$ cat src/rtl/exec_result_buffer_pkg.sv
// exec_result_buffer_pkg: shared types and defaults for the execute-to-writeback result buffer
package exec_result_buffer_pkg;

    localparam int EXEC_RESULT_DEPTH = 4;

    typedef logic [31:0] basic_data_t;

    typedef struct packed {
        logic [4:0]  rd;
        logic        wr_en;
        basic_data_t result;
    } exec_result_entry_t;

endpackage

$ cat src/rtl/exec_result_buffer_bypass_select.sv
// result_bypass_select: youngest occupied entry matching a source register (used with EXEC_RESULT_BYPASS_EN)
module result_bypass_select
    import exec_result_buffer_pkg::*;
#(
    parameter int DEPTH = EXEC_RESULT_DEPTH
) (
    input  exec_result_entry_t           entries [DEPTH],
    input  logic [$clog2(DEPTH)-1:0]     head,
    input  logic [$clog2(DEPTH):0]       count,
    input  logic [4:0]                   rs,
    output logic                         hit,
    output basic_data_t                  data
);

    localparam int PW = $clog2(DEPTH);
    localparam int CW = PW + 1;

    // walk oldest to youngest so the last match seen is the youngest
    always_comb begin
        hit  = 1'b0;
        data = '0;
        for (int i = 0; i < DEPTH; i++) begin
            if (CW'(i) < count && rs != 5'd0 &&
                entries[head + PW'(i)].wr_en && entries[head + PW'(i)].rd == rs) begin
                hit  = 1'b1;
                data = entries[head + PW'(i)].result;
            end
        end
    end

endmodule

$ cat src/rtl/exec_result_buffer.sv
// exec_result_buffer: in-order FIFO from integer execute to writeback; forwarding lookup under EXEC_RESULT_BYPASS_EN
module exec_result_buffer
    import exec_result_buffer_pkg::*;
#(
    parameter int DEPTH = EXEC_RESULT_DEPTH
) (
    input  logic                        clk,
    input  logic                        rst,
    input  logic                        flush,
`ifdef EXEC_RESULT_BYPASS_EN
    input  logic [4:0]                  fwd_rs,
    output logic                        fwd_hit,
    output basic_data_t                 fwd_data,
`endif
    input  logic                        in_valid,
    output logic                        in_ready,
    input  logic [4:0]                  in_rd,
    input  logic                        in_wr_en,
    input  basic_data_t                 in_result,
    output logic                        out_valid,
    input  logic                        out_ready,
    output logic [4:0]                  out_rd,
    output logic                        out_wr_en,
    output basic_data_t                 out_result,
    output logic [$clog2(DEPTH):0]      count
);

    localparam int PW = $clog2(DEPTH);
    localparam int CW = PW + 1;

    exec_result_entry_t mem [DEPTH];
    logic [PW-1:0]      wr_ptr;
    logic [PW-1:0]      rd_ptr;
    logic [CW-1:0]      cnt;
    logic               push;
    logic               pop;

    assign in_ready   = cnt < CW'(DEPTH);
    assign out_valid  = cnt != '0;
    assign push       = in_valid && in_ready;
    assign pop        = out_valid && out_ready;
    assign count      = cnt;
    assign out_rd     = out_valid ? mem[rd_ptr].rd     : '0;
    assign out_wr_en  = out_valid ? mem[rd_ptr].wr_en  : 1'b0;
    assign out_result = out_valid ? mem[rd_ptr].result : '0;

    // control state: reset beats flush, flush cancels any same-cycle push/pop
    always_ff @(posedge clk) begin
        if (rst || flush) begin
            wr_ptr <= '0;
            rd_ptr <= '0;
            cnt    <= '0;
        end else begin
            wr_ptr <= wr_ptr + PW'(push);
            rd_ptr <= rd_ptr + PW'(pop);
            cnt    <= cnt + CW'(push) - CW'(pop);
        end
    end

    // entry storage; writes to x0 are demoted so they never reach the register file
    always_ff @(posedge clk) begin
        if (push)
            mem[wr_ptr] <= '{rd: in_rd, wr_en: in_wr_en && in_rd != 5'd0, result: in_result};
    end

`ifdef EXEC_RESULT_BYPASS_EN
    result_bypass_select #(.DEPTH(DEPTH)) u_bypass (
        .entries (mem),
        .head    (rd_ptr),
        .count   (cnt),
        .rs      (fwd_rs),
        .hit     (fwd_hit),
        .data    (fwd_data)
    );
`endif

endmodule
$ cat config.mk
export PLATFORM = sky130hd
export DESIGN_NAME = exec_result_buffer
export DESIGN_NICKNAME = d
export VERILOG_FILES = /design/src/rtl/exec_result_buffer_pkg.sv /design/src/rtl/exec_result_buffer_bypass_select.sv /design/src/rtl/exec_result_buffer.sv
export SDC_FILE = /design/constraint.sdc
export NUM_CORES = 1
export LEC_CHECK = 0
export CORE_UTILIZATION = 25
export DETAILED_ROUTE_END_ITERATION = 10
export PLACE_DENSITY = 0.55
export SLEW_MARGIN = 20
export SYNTH_ARGS = -nofsm -noshare
export SYNTH_HDL_FRONTEND = slang
export SYNTH_SLANG_ARGS = --single-unit
export TNS_END_PERCENT = 50
$ cat constraint.sdc
create_clock -name clk -period 5.1 [get_ports clk]
set_input_delay 0.765 -clock clk [delete_from_list [all_inputs] [get_ports clk]]
set_output_delay 0.765 -clock clk [all_outputs]
set_load 0.1 [all_outputs]
==> key figures <==
Yosys
  – Post-synthesis net count: 327
  – Number of instances in the synthesized netlist: 281
  – Flip-flop and latch count after synthesis: 159
  – Total of warnings raised by yosys: 0
  – Number of enable-type register cells in the synthesized netlist: between 150 and 200
  – Synthesized area divided by synthesized cell count: 22.0 sq um
  – Sequential fraction of the synthesis area: 0.761
  – Netlist area before placement: 6180 sq um
  – Primary FF master, synth: sky130_fd_sc_hd__edfxtp_1
  – Fraction of registers with async set or reset after synthesis: 0
  – Largest cells by area after synthesis: sky130_fd_sc_hd__edfxtp_1 74%, sky130_fd_sc_hd__mux4_2 14%, sky130_fd_sc_hd__and2_1 3.8%
  – Yosys top cell by area: sky130_fd_sc_hd__edfxtp_1
  – Portion of synthesized cell area occupied by the leading cell type: 0.738
  – Number of distinct library cells after synthesis: 28

Setup path
  – CP endpoint kind: primary output
  – Critical path class: register to primary output
  – Data arrival time of the critical path: roughly 3.1 ns
  – Worst EP required: 4.34 ns
  – CP max FO: 41
  – Slowest Stage Delay on Critical Path: 0.96 ns
  – Category of the worst setup path launch point: register
  – Worst R2R Setup Slack: 3.02 ns
  – Start of the worst register-to-register path: count[1]
  – Depth of the most critical reg-to-reg path: 7
  – Slowest library cell on the worst path: sky130_fd_sc_hd__clkdlybuf4s50_1
  – Critical Path Source: rd_ptr[0]
  – Capture point of the worst reg-to-reg path: count[2]
  – CP cell instances: mux4_2 -> and2_1 -> clkdlybuf4s50_1
  – End point of the critical path: out_result[21]

Global route
  – Most Crowded Layer GR: met2
  – Maximum number of pins on one net before global-route repair: 42
  – Initial antenna violation count: 0
  – Total global routing overflow: 0
  – Total global routing track utilization: 0.102
  – Met2 track demand over resource in global routing: 0.178
  – Fraction of met3 tracks used by global routing: 0.0253
  – Vias in the first global route: 3306
  – Global-route wire length before repair: 19000 microns
  – Met1 Track Usage GR: 0.120

Place
  – Input/output buffers: 85
  – Placed wire-length estimate: ~6800 microns
  – Final weighted congestion in routability-driven placement: 0.644

Floorplan
  – Height of the die: 159 microns
  – I/O pin cnt: 86
  – Overall die area: 25400 sq um
  – Effective utilization at floorplan: 0.254
  – Chip width: approximately 160 microns
  – Cell row count: 57
  – Core area: 24300 sq um

Hold path
  – Worst hold path startpoint: wr_ptr[1]
  – Class of the worst hold path: register to register

Finish
  – Area of combinational cells with multiple inputs: 1360 sq um
  – Antenna diode count: 0
  – Synthesis-to-finish area growth: 27.7%
  – Fin nets: between 400 and 500
  – Layout cell share with drive strength beyond 1: 0.196
  – Most frequent cells in the layout: 152 x sky130_fd_sc_hd__edfxtp_1, 85 x sky130_fd_sc_hd__clkdlybuf4s50_1, 38 x sky130_fd_sc_hd__mux4_2, 38 x sky130_fd_sc_hd__and2_1, 17 x sky130_fd_sc_hd__clkbuf_16
  – Count of fill cells added during filler insertion: 2301
  – Most common cell after layout, fill and taps aside: sky130_fd_sc_hd__edfxtp_1
  – Reg area: 4710 sq um

Clocking
  – Post-CTS Setup Inserts: 0
  – TritonCTS clock tree: yes
  – Latest clock arrival within the worst-skew pair: 0.41 ns
  – Number of clock sinks: 159
  – Clock root cell: sky130_fd_sc_hd__clkbuf_16
  – H-tree levels: 4
  – Cts-stage hold buffer count: 0
  – Number of buffers created by CTS: 17
  – Maximum buffer depth of the clock tree: 2
  – Clock-pin transition on the worst setup and hold timing paths: 0.06 ns
  – Number of gates resized after CTS: 0

Power and ir drop
  – IR drop worst, VDD: 201 uV
  – Power density over the cells: around 400 nW/um^2
  – Part of the total power dissipated in sequential elements: 0.470
  – Sw power: approximately 0.85 mW
  – Internal Pwr Total: 2.33 mW
  – Total Power Consumption: 3.17 mW
  – Leakage power: between 2 and 2.5 nW
  – Combinational group share of total power: 0.156
  – Switching share of power: 0.267
  – Clock network power share: 0.374

Timing
  – Peak clock frequency supported by timing: approximately 260 MHz
  – Slew Limit Headroom: 0.338
  – Final hold violations: 0
  – Final critical path time including I/O delays and setup: 3.88 ns
  – Final Slew Violations: 0
  – Pin slew with the least headroom to its limit: 0.990 ns
  – Total negative slack for setup checks: 0 ns
  – Clock Skews: 0.00844 ns
  – Number of setup violations in the final report: 0
  – RSZ-0062 raised after global routing: no
  – Ratio of final minimum period to clock period: 0.761

Drt
  – Vias per inst: just over 4
  – Routed wirelength normalized by instance count: 17.0 microns
  – DRC viols: 0
  – Vias: 2915
  – Violation count after the first detailed-routing iteration: 95
  – Overall routed net length: 12000 microns
  – First drt pass iteration count: 4
  – Antenna Nets Post-Route: 0

Outcome
  – Outcome: complete, no violations

Job
  – Max-cap violation count: 0
power groups by stage:
stage | clock network (mW) | registers [mW] | logic (mW)
after floorplan | 0 | 1.52 | 0.356
after global placement | 0 | 1.52 | 0.498
after detailed placement | 0 | 1.52 | 0.501
after CTS | 1.22 | 1.49 | 0.503
after global routing | 1.27 | 1.50 | 0.519
final | 1.18 | 1.49 | 0.495
synthesized netlist by cell type, types with 3 or more instances:
master and number:
sky130_fd_sc_hd__nor3b_1 5, sky130_fd_sc_hd__edfxtp_1 152, sky130_fd_sc_hd__clkbuf_1 6, sky130_fd_sc_hd__nor3_1 5, sky130_fd_sc_hd__dfxtp_1 7, sky130_fd_sc_hd__and2_1 38
sky130_fd_sc_hd__mux4_2 38, sky130_fd_sc_hd__buf_12 3, sky130_fd_sc_hd__buf_2 3
layout make-up:
cell class,instances,share of cell area
Multi-Input combinational cell,104,0.172
Timing Repair Buffer,87,0.110
Sequential cell,159,0.597
Inverter,2,0.000950
Clock buffer,17,0.0539
Tap cell,324,0.0513
Clock inverter,13,0.0158
stage by stage:
step | hold slack, ns | instances | setup slack, ns | util | area (sq um)
finish | 0.590 | 706 | 1.22 | 0.325 | 7900
global route | 0.655 | 706 | 1.02 | 0.325 | 7900
CTS | 0.606 | 706 | 1.13 | 0.325 | 7900
detailed placement | 0.585 | 676 | 1.59 | 0.302 | 7350
global placement | 0.554 | 676 | 1.50 | 0.302 | 7340
floorplan | 0.526 | 281 | 0.649 | - | 6180
cell families (layout without fill, tap and decap cells):
family                     Yosys count  in the layout  share of synthesized area
xor gates and xnor gates             3              3                    0.00647
DFF                                159            159                      0.761
buffers and inverters               18            119                     0.0227
adders and majority gates            3              3                    0.00728
muxes                               40             40                      0.142
and+or+nand+nor                     55             55                     0.0571
AOI/OAI and AO/OA                    3              3                    0.00384
per-layer routing:
metal | share of wire | vias to the layer above
li1 | - | 1321
met1 | 0.43 | 1529
met2 | 0.52 | 55
met3 | 0.032 | 10
met4 | 0.014 | 0
met5 | 0 | -
how the worst min path moves through the flow:
stage               slack (ns)  cells past startpoint   endpoint
CTS                       0.61                      2  wr_ptr[1]
global placement          0.55                      2  wr_ptr[1]
finish                    0.59                      2  wr_ptr[1]
floorplan                 0.53                      2  wr_ptr[1]
detailed placement        0.58                      2  wr_ptr[1]
global route              0.65                      2  wr_ptr[1]
critical path: cells and delay by family (launching register included):
| kind | cells | cell delay [ns] |
|---|---|---|
| and+or+nand+nor | 1 | 0.17 |
| muxes | 1 | 0.60 |
| DFF | 1 | 0.89 |
| buffers and inverters | 1 | 0.96 |
flip-flops by register name (all words and copies together), names as in the netlist:
name,flops
mem,152
rd_ptr,2
wr_ptr,2
count,3
No activity file was read; power rests on OpenSTA's default activity.
